### src/rtl/bank_req_router_pkg.sv
// Shared state type, bank constants and helpers
// for the bank request router.
package bank_req_router_pkg;

  localparam int NUM_BANKS = 4;
  localparam int SEL_W = 2;

  typedef enum logic {
    EMPTY,
    HOLD
  } state_t;

  function automatic logic [SEL_W-1:0] bank_idx(
    input logic [NUM_BANKS-1:0] oh
  );
    logic [SEL_W-1:0] idx;
    idx = '0;
    for (int i = 0; i < NUM_BANKS; i++)
      if (oh[i]) idx = SEL_W'(i);
    return idx;
  endfunction

endpackage

### src/rtl/bank_req_router_rd_tag_pipe.sv
// Read-tag shift pipeline: a tag pushed on one edge
// reaches the tail after RD_LATENCY edges.
module rd_tag_pipe #(
  parameter int RD_LATENCY = 2,
  parameter int TAG_W = 2
) (
  input  logic             clk,
  input  logic             rst,
  input  logic             push,
  input  logic [TAG_W-1:0] tag,
  output logic             valid,
  output logic [TAG_W-1:0] tag_out
);

  logic [RD_LATENCY-1:0] vld;
  logic [TAG_W-1:0]      tags [RD_LATENCY];

  // idle slots carry the previous tag so the mux select stays stable
  always_ff @(posedge clk or posedge rst) begin
    if (rst) begin
      vld <= '0;
      for (int i = 0; i < RD_LATENCY; i++)
        tags[i] <= '0;
    end else begin
      vld[0]  <= push;
      tags[0] <= push ? tag : tags[0];
      for (int i = 1; i < RD_LATENCY; i++) begin
        vld[i]  <= vld[i-1];
        tags[i] <= tags[i-1];
      end
    end
  end

  assign valid   = vld[RD_LATENCY-1];
  assign tag_out = tags[RD_LATENCY-1];

endmodule

### src/rtl/bank_req_router.sv
// Single-entry request router: holds one request and
// issues it to its bank once that bank is not busy.
module bank_req_router
  import bank_req_router_pkg::*;
#(
  parameter int DATA_WIDTH = 8,
  parameter int ADDR_1 = 5,
  parameter int ADDR_2 = 4,
  parameter int RD_LATENCY = 2
) (
  input  logic                  i_clk,
  input  logic                  i_rst,
  input  logic                  i_valid,
  output logic                  o_ready,
  input  logic                  i_wr_en,
  input  logic [ADDR_1-1:0]     i_addr,
  input  logic [DATA_WIDTH-1:0] i_wdata,
  input  logic [NUM_BANKS-1:0]  i_bank_busy,
  output logic [NUM_BANKS-1:0]  o_bank_en,
  output logic                  o_bank_we,
  output logic [ADDR_2-2:0]     o_bank_addr,
  output logic [DATA_WIDTH-1:0] o_bank_wdata,
  output logic [SEL_W-1:0]      o_rd_sel,
  output logic                  o_rd_valid
);

  state_t state, state_nx;

  logic                  hold_we;
  logic [SEL_W-1:0]      hold_bank;
  logic [ADDR_2-2:0]     hold_addr;
  logic [DATA_WIDTH-1:0] hold_wdata;
  logic                  issue;
  logic                  accept;

  always_comb begin
    issue    = (state == HOLD) && !i_bank_busy[hold_bank];
    o_ready  = (state == EMPTY) || issue;
    accept   = i_valid && o_ready;
    state_nx = state;
    unique case (state)
      EMPTY: if (accept) state_nx = HOLD;
      HOLD:  if (issue && !accept) state_nx = EMPTY;
      default: state_nx = EMPTY;
    endcase
  end

  always_ff @(posedge i_clk or posedge i_rst) begin
    if (i_rst) state <= EMPTY;
    else       state <= state_nx;
  end

  always_ff @(posedge i_clk or posedge i_rst) begin
    if (i_rst) begin
      hold_we    <= 1'b0;
      hold_bank  <= '0;
      hold_addr  <= '0;
      hold_wdata <= '0;
    end else if (accept) begin
      hold_we    <= i_wr_en;
      hold_bank  <= i_addr[ADDR_1-1:ADDR_2-1];
      hold_addr  <= i_addr[ADDR_2-2:0];
      hold_wdata <= i_wdata;
    end
  end

  // strobes last one cycle; address and data persist
  always_ff @(posedge i_clk or posedge i_rst) begin
    if (i_rst) begin
      o_bank_en    <= '0;
      o_bank_we    <= 1'b0;
      o_bank_addr  <= '0;
      o_bank_wdata <= '0;
    end else begin
      o_bank_en <= issue ? (NUM_BANKS'(1) << hold_bank) : '0;
      o_bank_we <= issue && hold_we;
      if (issue) begin
        o_bank_addr  <= hold_addr;
        o_bank_wdata <= hold_wdata;
      end
    end
  end

  logic rd_push;

  assign rd_push = (|o_bank_en) && !o_bank_we;

  rd_tag_pipe #(
    .RD_LATENCY(RD_LATENCY),
    .TAG_W     (SEL_W)
  ) u_rd_tag_pipe (
    .clk    (i_clk),
    .rst    (i_rst),
    .push   (rd_push),
    .tag    (bank_idx(o_bank_en)),
    .valid  (o_rd_valid),
    .tag_out(o_rd_sel)
  );

endmodule

### config.mk
export PLATFORM = sky130hd
export DESIGN_NAME = bank_req_router
export DESIGN_NICKNAME = d
export VERILOG_FILES = /design/src/rtl/bank_req_router_pkg.sv /design/src/rtl/bank_req_router_rd_tag_pipe.sv /design/src/rtl/bank_req_router.sv
export SDC_FILE = /design/constraint.sdc
export NUM_CORES = 1
export LEC_CHECK = 0
export BUFFER_PORTS_ARGS = -buffer_cell sky130_fd_sc_hd__buf_2
export CAP_MARGIN = 20
export CORE_MARGIN = 1.5
export CORE_UTILIZATION = 51
export CTS_CLUSTER_DIAMETER = 40
export DETAILED_ROUTE_END_ITERATION = 16
export PLACE_DENSITY = 0.78
export SETUP_SLACK_MARGIN = 0.3
export SLEW_MARGIN = 20
export SYNTH_ARGS = -nofsm -noshare
export SYNTH_HDL_FRONTEND = slang
export SYNTH_SLANG_ARGS = --single-unit
export TNS_END_PERCENT = 1
### constraint.sdc
create_clock -name i_clk -period 5.3 [get_ports i_clk]
set_clock_uncertainty 0.15 [all_clocks]
set_input_delay 0.53 -clock i_clk [delete_from_list [all_inputs] [get_ports i_clk]]
set_output_delay 0.53 -clock i_clk [all_outputs]
set_load 0.01 [all_outputs]
=== Yosys cells after proc, flatten, opt, wreduce, memory -nomap -nowiden ===
Cells that the tools add are included.

* Flip-flop bits (word level): 37
* Input port bits: 21
* Output and inout port bits: 20
* Logic and storage cells: 34

* $lt $le $gt $ge: 1
* Shift operators: 1
* Mux-type cells: 9
* Bitwise logic cells: 1
* Reductions and logical operators: 10

{| class="wikitable"
|+ Operators with widths
! kind !! count
|-
| logical AND 1 bit || 5
|-
| two-way mux 1 bit || 4
|-
| two-way mux 2 bit || 2
|-
| two-way mux 4 bit || 1
|-
| OR reduction 4 bit || 1
|-
| << shifter 1 x 2 -> 4 bit, first input constant || 1
|-
| zero test 1 bit || 3
|-
| < comparator 2 x 3 -> 1 bit, second input constant || 1
|-
| binary-select mux 1 bit (select 2 bit) || 1
|-
| case mux 1 bit (2 select lines) || 1
|-
| logical OR 1 bit || 1
|-
| inverter 1 bit || 1
|}

=== Logic depth before layout (Yosys ltp) ===
Gate-level depths: netlist of run 1.

* Depth in word-level cells: 10
* Gate-level depth with buffers: 5
* Mapped depth without buffers: 3

=== Modules after synthesis ===
A second synthesis of run 1 with hierarchy kept.

* Cell total of the unflattened synthesis: 98
* Area total of the unflattened synthesis: 1565.3 µm²

{| class="wikitable"
|+ Modules (own cells, without submodules)
! module !! times used !! cells each !! area an instance (µm²) !! sequential area each (µm²)
|-
| bank_req_router || 1 || 87 || 1373.8 || 775.7
|-
| rd_tag_pipe || 1 || 11 || 191.4 || 150.1
|}

=== Worst setup path after synthesis of run 1 ===
Ideal clock, no wire load.

* Path kind: reg2reg
* Start point: register hold_bank[1]
* End point: register hold_addr[0]
* Setup time: 0.125 ns
* Arrival: 1.435 ns
* Data required time: 5.025 ns
* Path slack: 3.590 ns
* Cell stages (with the launch flop): 6
* Buffers on the path: 2
* Period minus slack after synthesis: 1.710 ns
* Cells stage by stage: dfrtp_1 buf_6 mux2i_4 o221ai_2 buf_6 mux2_4

* Cells in the longest elaborated chain, start to end: 6

{| class="wikitable"
|+ Ends and longest elaborated chain
! item !! RTL line !! RTL
|-
| from (decl) || bank_req_router.sv:30 || <nowiki>logic [SEL_W-1:0] hold_bank;</nowiki>
|-
| from (signal assigned) || bank_req_router.sv:61 || <nowiki>hold_bank <= i_addr[ADDR_1-1:ADDR_2-1];</nowiki>
|-
| binary-select mux 1 bit (select 2 bit) || bank_req_router.sv:37 || <nowiki>issue = (state == HOLD) && !i_bank_busy[hold_bank];</nowiki>
|-
| two-way mux 1 bit (not written as such) || bank_req_router.sv:37 ||
|-
| zero test 1 bit || bank_req_router.sv:37 ||
|-
| logical AND 1 bit || bank_req_router.sv:37 ||
|-
| logical OR 1 bit || bank_req_router.sv:38 || <nowiki>o_ready = (state == EMPTY) || issue;</nowiki>
|-
| logical AND 1 bit || bank_req_router.sv:39 || <nowiki>accept = i_valid && o_ready;</nowiki>
|-
| to (signal assigned) || bank_req_router.sv:62 || <nowiki>hold_addr <= i_addr[ADDR_2-2:0];</nowiki>
|-
| to (decl) || bank_req_router.sv:31 || <nowiki>logic [ADDR_2-2:0] hold_addr;</nowiki>
|}

No other way between the ends. The select of a mux whose other input is x is not followed.
A chain may end at the register's enable or synchronous reset.

=== Final worst setup path of run 1 ===
* Start point: register hold_bank[1]
* End point: output port o_ready

* Cells in the longest elaborated chain, start to end: 5

{| class="wikitable"
|+ Ends and longest elaborated chain
! item !! RTL line !! RTL
|-
| binary-select mux 1 bit (select 2 bit) || bank_req_router.sv:37 ||
|-
| two-way mux 1 bit (not written as such) || bank_req_router.sv:37 ||
|-
| zero test 1 bit || bank_req_router.sv:37 ||
|-
| logical AND 1 bit || bank_req_router.sv:37 ||
|-
| logical OR 1 bit || bank_req_router.sv:38 ||
|-
| to (decl) || bank_req_router.sv:14 || <nowiki>output logic o_ready,</nowiki>
|}

No other way between the ends. The select of a mux whose other input is x is not followed.

==> qor.txt, run 1 <==
status = finished with violations
violations in the final reports = design-rule violations
number of synthesized register bits = 37
floorplan die area = 3395 um2
type of the tightest min-delay check = input pin to asynchronous set/reset pin
source-to-sink clock delay at the later pin of the worst-skew pair = 0.33 ns
final instance count without filler cells = 173
# port buffers = 40
Syn. warnings = 0
RSZ-0062 raised after global routing = false
post-cts gate resize count = 0
setup TNS = 0 ns
library cells used by synthesis = 24
Max-Slew Margin vs Limit = 0.3966
transition at the pin with the smallest max-transition slack = 0.9051 ns
Die Y = 58.27 um
mapped cell area = 1558 um2
Die W = 58.27 um
via density per instance = 5.272
crit path time final = 2.317 ns
required time worst endpoint = 4.62 ns
Setup CP Type = register to output pin
htree depth = 2
launch point of the worst path = hold_bank[1]$_DFFE_PP0P_
critical path capture point type = output pin
sequential area share after synthesis = 0.5944
most used flip-flop cell after synthesis = sky130_fd_sc_hd__dfrtp_1
most area-hungry cell type in the Yosys netlist = sky130_fd_sc_hd__dfrtp_1
Final nets = 163
Yosys top cell area share = 0.5944
area overhead of the layout relative to synthesis = 16.23%
buffer depth of the longest clock path = 2
postcts setup bufs = 0
effective utilization at floorplan = 0.5506
final hold slack = 0.07080 ns
Synth Net Count = 120
weighted congestion reported at the end of routability-driven placement = 0.8602
Post-synth EDFFs = 0
Num Clock Sinks = 37
Pre-antenna DRT Iters = 10
number of DRC violations after detailed routing = 3
number of antenna violations at the first check in global routing = 0
max-cap viol count = 0
worst vdd rail ir drop = 0.2904 mV
Crit Reg-Reg Startpoint = hold_bank[1]$_DFFE_PP0P_
Row Count = 19
startpoint class of the critical path = register
worst path bufs/invs = 1
number of CTS-inserted buffers = 5
CP Max Fanout = 9
CORE AREA = 2829 um2
total cell area at the placement stage = 1755 um2
Slowest Stage Delay on Critical Path = 0.58 ns
pin count of the biggest net entering global routing = 24
number of instances in the placed design = 166
Boundary Pins = 41
top cells by area, synth = sky130_fd_sc_hd__dfrtp_1, sky130_fd_sc_hd__mux2_4, sky130_fd_sc_hd__mux2_1, sky130_fd_sc_hd__mux2i_4, sky130_fd_sc_hd__buf_6
Post-CTS Hold Fix Bufs = 0
leakage power figure = 0.9064 nW
cell family with most CP delay = flip-flops
final std cell area, no fill = 1810 um2
utilization of the core after routing = 0.6400
Hold Vio Cnt, Final = 0
layout cells sized above 1 = 0.4930
number of violations reported at the end of detailed-routing iteration 0 = 28
Finish-stage setup viols = 0
routed length per placed instance = 14.75 um
HPWL after detailed placement = 1851 um
setup slack after placement = 3.079 ns
number of pins with negative max-slew slack in the final report = 0
maximum achievable frequency = 431.7 MHz
CTS Root Buffer Type = sky130_fd_sc_hd__clkbuf_4
worst setup slack after layout = 2.983 ns
gate count of the mapped netlist = 99
period utilization = 0.4371
CP cell instances = mux2i_4 -> o22a_1 -> buf_2
vias in the first global route = 916
CTS tree = done
Tot GR Track Use = 0.1731
Synth async-reset ratio = 1.000
data arrival time of the critical path = 1.64 ns
Antenna Diode Count = 0
wire length after detailed routing = 2551 um
average size of a mapped cell = 15.73 um2
Clock transition at path regs = 0.10 ns
wire length of the first global-routing pass = 4284 um
total global routing overflow = 0
Power Total = 1.035 mW
slowest stage cell on the critical path = sky130_fd_sc_hd__dfrtp_1
Detail Route Antenna Nets = 0
routed via count = 912
Power Dens Cells = 571.5 nW/um2
[worst paths after layout]
kind	cells after the start	to	slack, ns
setup / recovery	3	o_ready	2.98
hold / removal	2	o_bank_wdata[2]$_DFFE_PP0P_	0.07
setup reg to reg	3	hold_wdata[4]$_DFFE_PP0P_	3.10
hold reg to reg	0	u_rd_tag_pipe.vld[1]$_DFF_PP0_	0.20
max in group asynchronous	3	hold_bank[1]$_DFFE_PP0P_	4.22
min in group i_clk	0	u_rd_tag_pipe.vld[1]$_DFF_PP0_	0.20
[area by class of cell]
class                      instances  area, um2
fill                             220       1018
timing repair buffer              41      207.7
tap                               31      38.79
sequential                        37      925.9
inverter                           2      7.507
multi-input combinational         55      575.6
clock buffer                       7      55.05
[cell usage after synthesis, types with 2 or more instances]
cell and count:
sky130_fd_sc_hd__and2_1 2, sky130_fd_sc_hd__and3_1 2, sky130_fd_sc_hd__buf_4 2, sky130_fd_sc_hd__buf_6 3
sky130_fd_sc_hd__dfrtp_1 37, sky130_fd_sc_hd__inv_1 2, sky130_fd_sc_hd__mux2_1 4, sky130_fd_sc_hd__mux2_4 19
sky130_fd_sc_hd__mux2i_4 2, sky130_fd_sc_hd__nand2b_1 3, sky130_fd_sc_hd__nor2_1 2, sky130_fd_sc_hd__nor2b_1 2
sky130_fd_sc_hd__nor3_1 2, sky130_fd_sc_hd__o211ai_1 2, sky130_fd_sc_hd__o21ai_0 6
[layout by cell type, fill, tap and decap left out, types with 2 or more instances in the layout]
master                     count
sky130_fd_sc_hd__and2_1        2
sky130_fd_sc_hd__and3_1        2
sky130_fd_sc_hd__buf_2        40
sky130_fd_sc_hd__clkbuf_4      5
sky130_fd_sc_hd__dfrtp_1      37
sky130_fd_sc_hd__inv_1         2
sky130_fd_sc_hd__mux2_1        4
sky130_fd_sc_hd__mux2_4       19
sky130_fd_sc_hd__mux2i_4       2
sky130_fd_sc_hd__nand2b_1      3
sky130_fd_sc_hd__nor2_1        2
sky130_fd_sc_hd__nor2b_1       2
sky130_fd_sc_hd__nor3_1        2
sky130_fd_sc_hd__o211ai_1      2
sky130_fd_sc_hd__o21ai_0       6
[logic make-up after synthesis]
family                 share of synthesized area
AND/OR/NAND/NOR                          0.05944
multiplexers                              0.2410
flip-flops                                0.5944
buffers and inverters                    0.03614
AO/OA/AOI/OAI                            0.06907
[where the power goes]
| group | internal [mW] | leakage, nW | switching [mW] | total [mW] |
|---|---|---|---|---|
| clock | 0.0626 | 0.0314 | 0.0828 | 0.145 |
| combinational | 0.239 | 0.427 | 0.168 | 0.406 |
| sequential | 0.404 | 0.448 | 0.0791 | 0.483 |
[routing by layer]
metal | routed length, um | vias to the layer above | track usage
li1 | - | 437 | -
met3 | 164 | 2 | 0.06696
met4 | 9 | 0 | 0.05980
met5 | 0 | - | 0
met1 | 1158 | 440 | 0.2425
met2 | 1219 | 33 | 0.2472
[sequential cells by signal, indices dropped and copies added (netlist names)]
register	cells
u_rd_tag_pipe.tag_out	2
state	1
o_bank_en	4
u_rd_tag_pipe.tags	2
o_bank_addr	3
o_bank_we	1
o_bank_wdata	8
hold_bank	2
u_rd_tag_pipe.vld	2
hold_we	1
hold_wdata	8
hold_addr	3
No activity file was read; power rests on OpenSTA's default activity.
==> run 2, diff against run 1 <==
==> constraint.sdc (replaced) <==
create_clock -name i_clk -period 2.39 [get_ports i_clk]
set_clock_uncertainty 0.15 [all_clocks]
set_input_delay 0.239 -clock i_clk [delete_from_list [all_inputs] [get_ports i_clk]]
set_output_delay 0.239 -clock i_clk [all_outputs]
set_load 0.01 [all_outputs]
==> run 2 against run 1 <==
  * Sequential cell count unchanged
  * Largest power group unchanged
  * Sequential share of layout area down 4.1 points
  * The run still ends with design-rule violations left
  * Global-route usage up 2.2 points
==> qor.txt, run 2 (synthesized netlist as in run 1, its figures left out) <==
wire length of the first global-routing pass = 4864 um (+14%)
Finish-stage setup viols = 0 (unchanged)
Clock transition at path regs = 0.11 ns (about the same)
Num Clock Sinks = 37 (unchanged)
pin count of the biggest net entering global routing = 24 (unchanged)
htree depth = 2 (unchanged)
effective utilization at floorplan = 0.5506 (unchanged)
critical path capture point type = output pin
wire length after detailed routing = 2948 um (+16%)
number of pins with negative max-slew slack in the final report = 0 (unchanged)
Antenna Diode Count = 0 (unchanged)
area overhead of the layout relative to synthesis = 26.43%
internal power = 1.557 mW (+120%)
number of cells on the worst reg-to-reg path = 3 (unchanged)
Final nets = 178 (+9.2%)
wl on met1 = 1261 um (+8.9%)
source-to-sink clock delay at the later pin of the worst-skew pair = 0.34 ns (about the same)
transition at the pin with the smallest max-transition slack = 0.6049 ns (-0.3002 ns)
crit path time final = 1.959 ns
worst vdd rail ir drop = 0.6983 mV (+140%)
violations in the final reports = design-rule violations
Setup CP Type = register to output pin
status = finished with violations
FF-to-FF setup slack = 0.46 ns (-2.64 ns)
Power Dens Cells = 1186 nW/um2 (+110%)
Reg2Reg Capture Point = hold_wdata[4]$_DFFE_PP0P_
number of violations reported at the end of detailed-routing iteration 0 = 43 (+54%)
number of DRC violations after detailed routing = 3 (unchanged)
via density per instance = 5.354 (+1.6%)
RSZ-0062 raised after global routing = false
filler cell count in the final layout = 198 (-10%)
leakage power figure = 0.9701 nW (+7.0%)
routed via count = 1,012 (+11%)
met3 wire length = 147 um (-10%)
Die W = 58.27 um (unchanged)
# port buffers = 40 (unchanged)
maximum achievable frequency = 510.6 MHz
switching component of the power = 0.7796 mW (+140%)
number of antenna violations at the first check in global routing = 0 (unchanged)
Crit Reg-Reg Startpoint = hold_bank[1]$_DFFE_PP0P_
setup TNS = 0 ns (unchanged)
final std cell area, no fill = 1969 um2 (+8.8%)
HPWL after detailed placement = 1985 um (+7.2%)
data arrival time of the critical path = 1.57 ns (-0.07 ns)
Row Count = 19 (unchanged)
largest registers ranked by flip-flop count = hold_wdata: 8 flops, o_bank_wdata: 8 flops, o_bank_en: 4 flops
Pre-antenna DRT Iters = 10 (unchanged)
max-cap viol count = 0 (unchanged)
layout cells sized above 1 = 0.4557 (-0.03726)
most common library cell in the layout ignoring fill and taps = sky130_fd_sc_hd__buf_2
required time worst endpoint = 2.00 ns (-2.62 ns)
startpoint class of the critical path = register
CTS tree = done
floorplan die area = 3395 um2 (unchanged)
vias in the first global route = 1,059 (+16%)
type of the tightest min-delay check = input pin to register
routed length on met2 = 1494 um (+23%)
leading cell types in the layout, fill and taps excluded = sky130_fd_sc_hd__buf_2, sky130_fd_sc_hd__dfrtp_1, sky130_fd_sc_hd__mux2_4
highest metal layer with signal wires = met4
Die Y = 58.27 um (unchanged)
CORE AREA = 2829 um2 (unchanged)
Hold Vio Cnt, Final = 0 (unchanged)
CP Max Fanout = 9 (unchanged)
Max-Slew Margin vs Limit = 0.5930 (+0.1964)
routed length per placed instance = 15.60 um (+5.8%)
weighted congestion reported at the end of routability-driven placement = 0.8455 (-1.7%)
share of total power in the clock network = 0.134 (-0.007)
buffer depth of the longest clock path = 2 (unchanged)
Critical path destination = o_ready
Tot GR Track Use = 0.1953 (+0.02225)
Detail Route Antenna Nets = 0 (unchanged)
switching power as a share of total power = 0.3337 (+0.01504)
launch point of the worst path = hold_bank[1]$_DFFE_PP0P_
total global routing overflow = 0 (unchanged)
total cell area at the placement stage = 1755 um2 (unchanged)
postcts setup bufs = 0 (unchanged)
portion of total power attributed to combinational logic = 0.405 (+0.012)
CTS Root Buffer Type = sky130_fd_sc_hd__clkbuf_4
number of CTS-inserted buffers = 5 (unchanged)
sequential cell fraction of total power = 0.461 (-0.006)
period utilization = 0.8195
Boundary Pins = 41 (unchanged)
==> run 2: cell types whose count changed in the layout (fill, tap and decap cells not counted) <==
cell / before / now
sky130_fd_sc_hd__clkinv_2: 0 / 2
sky130_fd_sc_hd__o221ai_2: 1 / 0
sky130_fd_sc_hd__dlygate4sd3_1: 0 / 15
sky130_fd_sc_hd__dfrtp_1: 37 / 36
sky130_fd_sc_hd__clkbuf_8: 1 / 0
sky130_fd_sc_hd__o221ai_4: 0 / 1
sky130_fd_sc_hd__dfrtp_2: 0 / 1
==> run 2: stage by stage <==
stage,cells,hold WS [ns],util,setup slack [ns],total power [mW]
after global routing,189,0.04296,0.6962,0.3341,2.484
after global placement,166,0.1586,0.6205,0.2338,1.958
after CTS,189,0.03618,0.6957,0.3122,2.349
final,189,0.04799,0.6962,0.4315,2.337
after detailed placement,166,0.1560,0.6205,0.1742,2.007
after floorplan,99,0.1598,-,0.6801,1.780
==> run 2: critical path, stage by stage (launching register included) <==
cell                      delay (ns)
sky130_fd_sc_hd__dfrtp_2        0.50
sky130_fd_sc_hd__mux2i_4        0.38
sky130_fd_sc_hd__o22a_1         0.22
sky130_fd_sc_hd__buf_2          0.13
==> run 2: worst min path at each step <==
| stage | startpoint | to | slack (ns) | cells after the start |
|---|---|---|---|---|
| finish | i_addr[4] | hold_bank[1]$_DFFE_PP0P_ | 0.05 | 3 |
| floorplan | i_bank_busy[0] | o_bank_en[0]$_DFF_PP0_ | 0.16 | 1 |
| detailed placement | i_rst | o_bank_wdata[1]$_DFFE_PP0P_ | 0.16 | 2 |
| global route | i_valid | state$_DFF_PP0_ | 0.04 | 2 |
| global placement | i_rst | o_bank_wdata[1]$_DFFE_PP0P_ | 0.16 | 2 |
| CTS | i_addr[4] | hold_bank[1]$_DFFE_PP0P_ | 0.04 | 3 |
==> run 2: power by group through the flow <==
| stage | clock [mW] | sequential (mW) | combinational (mW) |
|---|---|---|---|
| after floorplan | 0 | 1.09 | 0.692 |
| after global placement | 0 | 1.07 | 0.889 |
| after detailed placement | 0 | 1.09 | 0.919 |
| after CTS | 0.320 | 1.08 | 0.953 |
| after global routing | 0.348 | 1.11 | 1.02 |
| final | 0.314 | 1.08 | 0.946 |
==> run 2: routing by layer <==
metal | up-vias | track usage
met5 | - | 0
met4 | 0 | 0.06645
met3 | 7 | 0.06920
met2 | 32 | 0.3194
met1 | 505 | 0.2410
li1 | 468 | -
==> run 2: repair_timing <==
action | in CTS | in global routing
resized for setup | 1 | 1
hold endpoints to repair | 28 | 0
hold buffers | 15 | 0
setup endpoints to repair | 12 | 1
==> run 2: final cells by class <==
| class | instances | area, um2 | share of cell area |
|---|---|---|---|
| Clock buffer | 6 | 41.29 | 0.02097 |
| Clock inverter | 2 | 10.01 | 0.005083 |
| Inverter | 2 | 7.507 | 0.003812 |
| Multi-Input combinational cell | 55 | 586.8 | 0.2980 |
| Sequential cell | 37 | 927.1 | 0.4708 |
| Tap cell | 31 | 38.79 | 0.01970 |
| Timing Repair Buffer | 56 | 357.8 | 0.1817 |
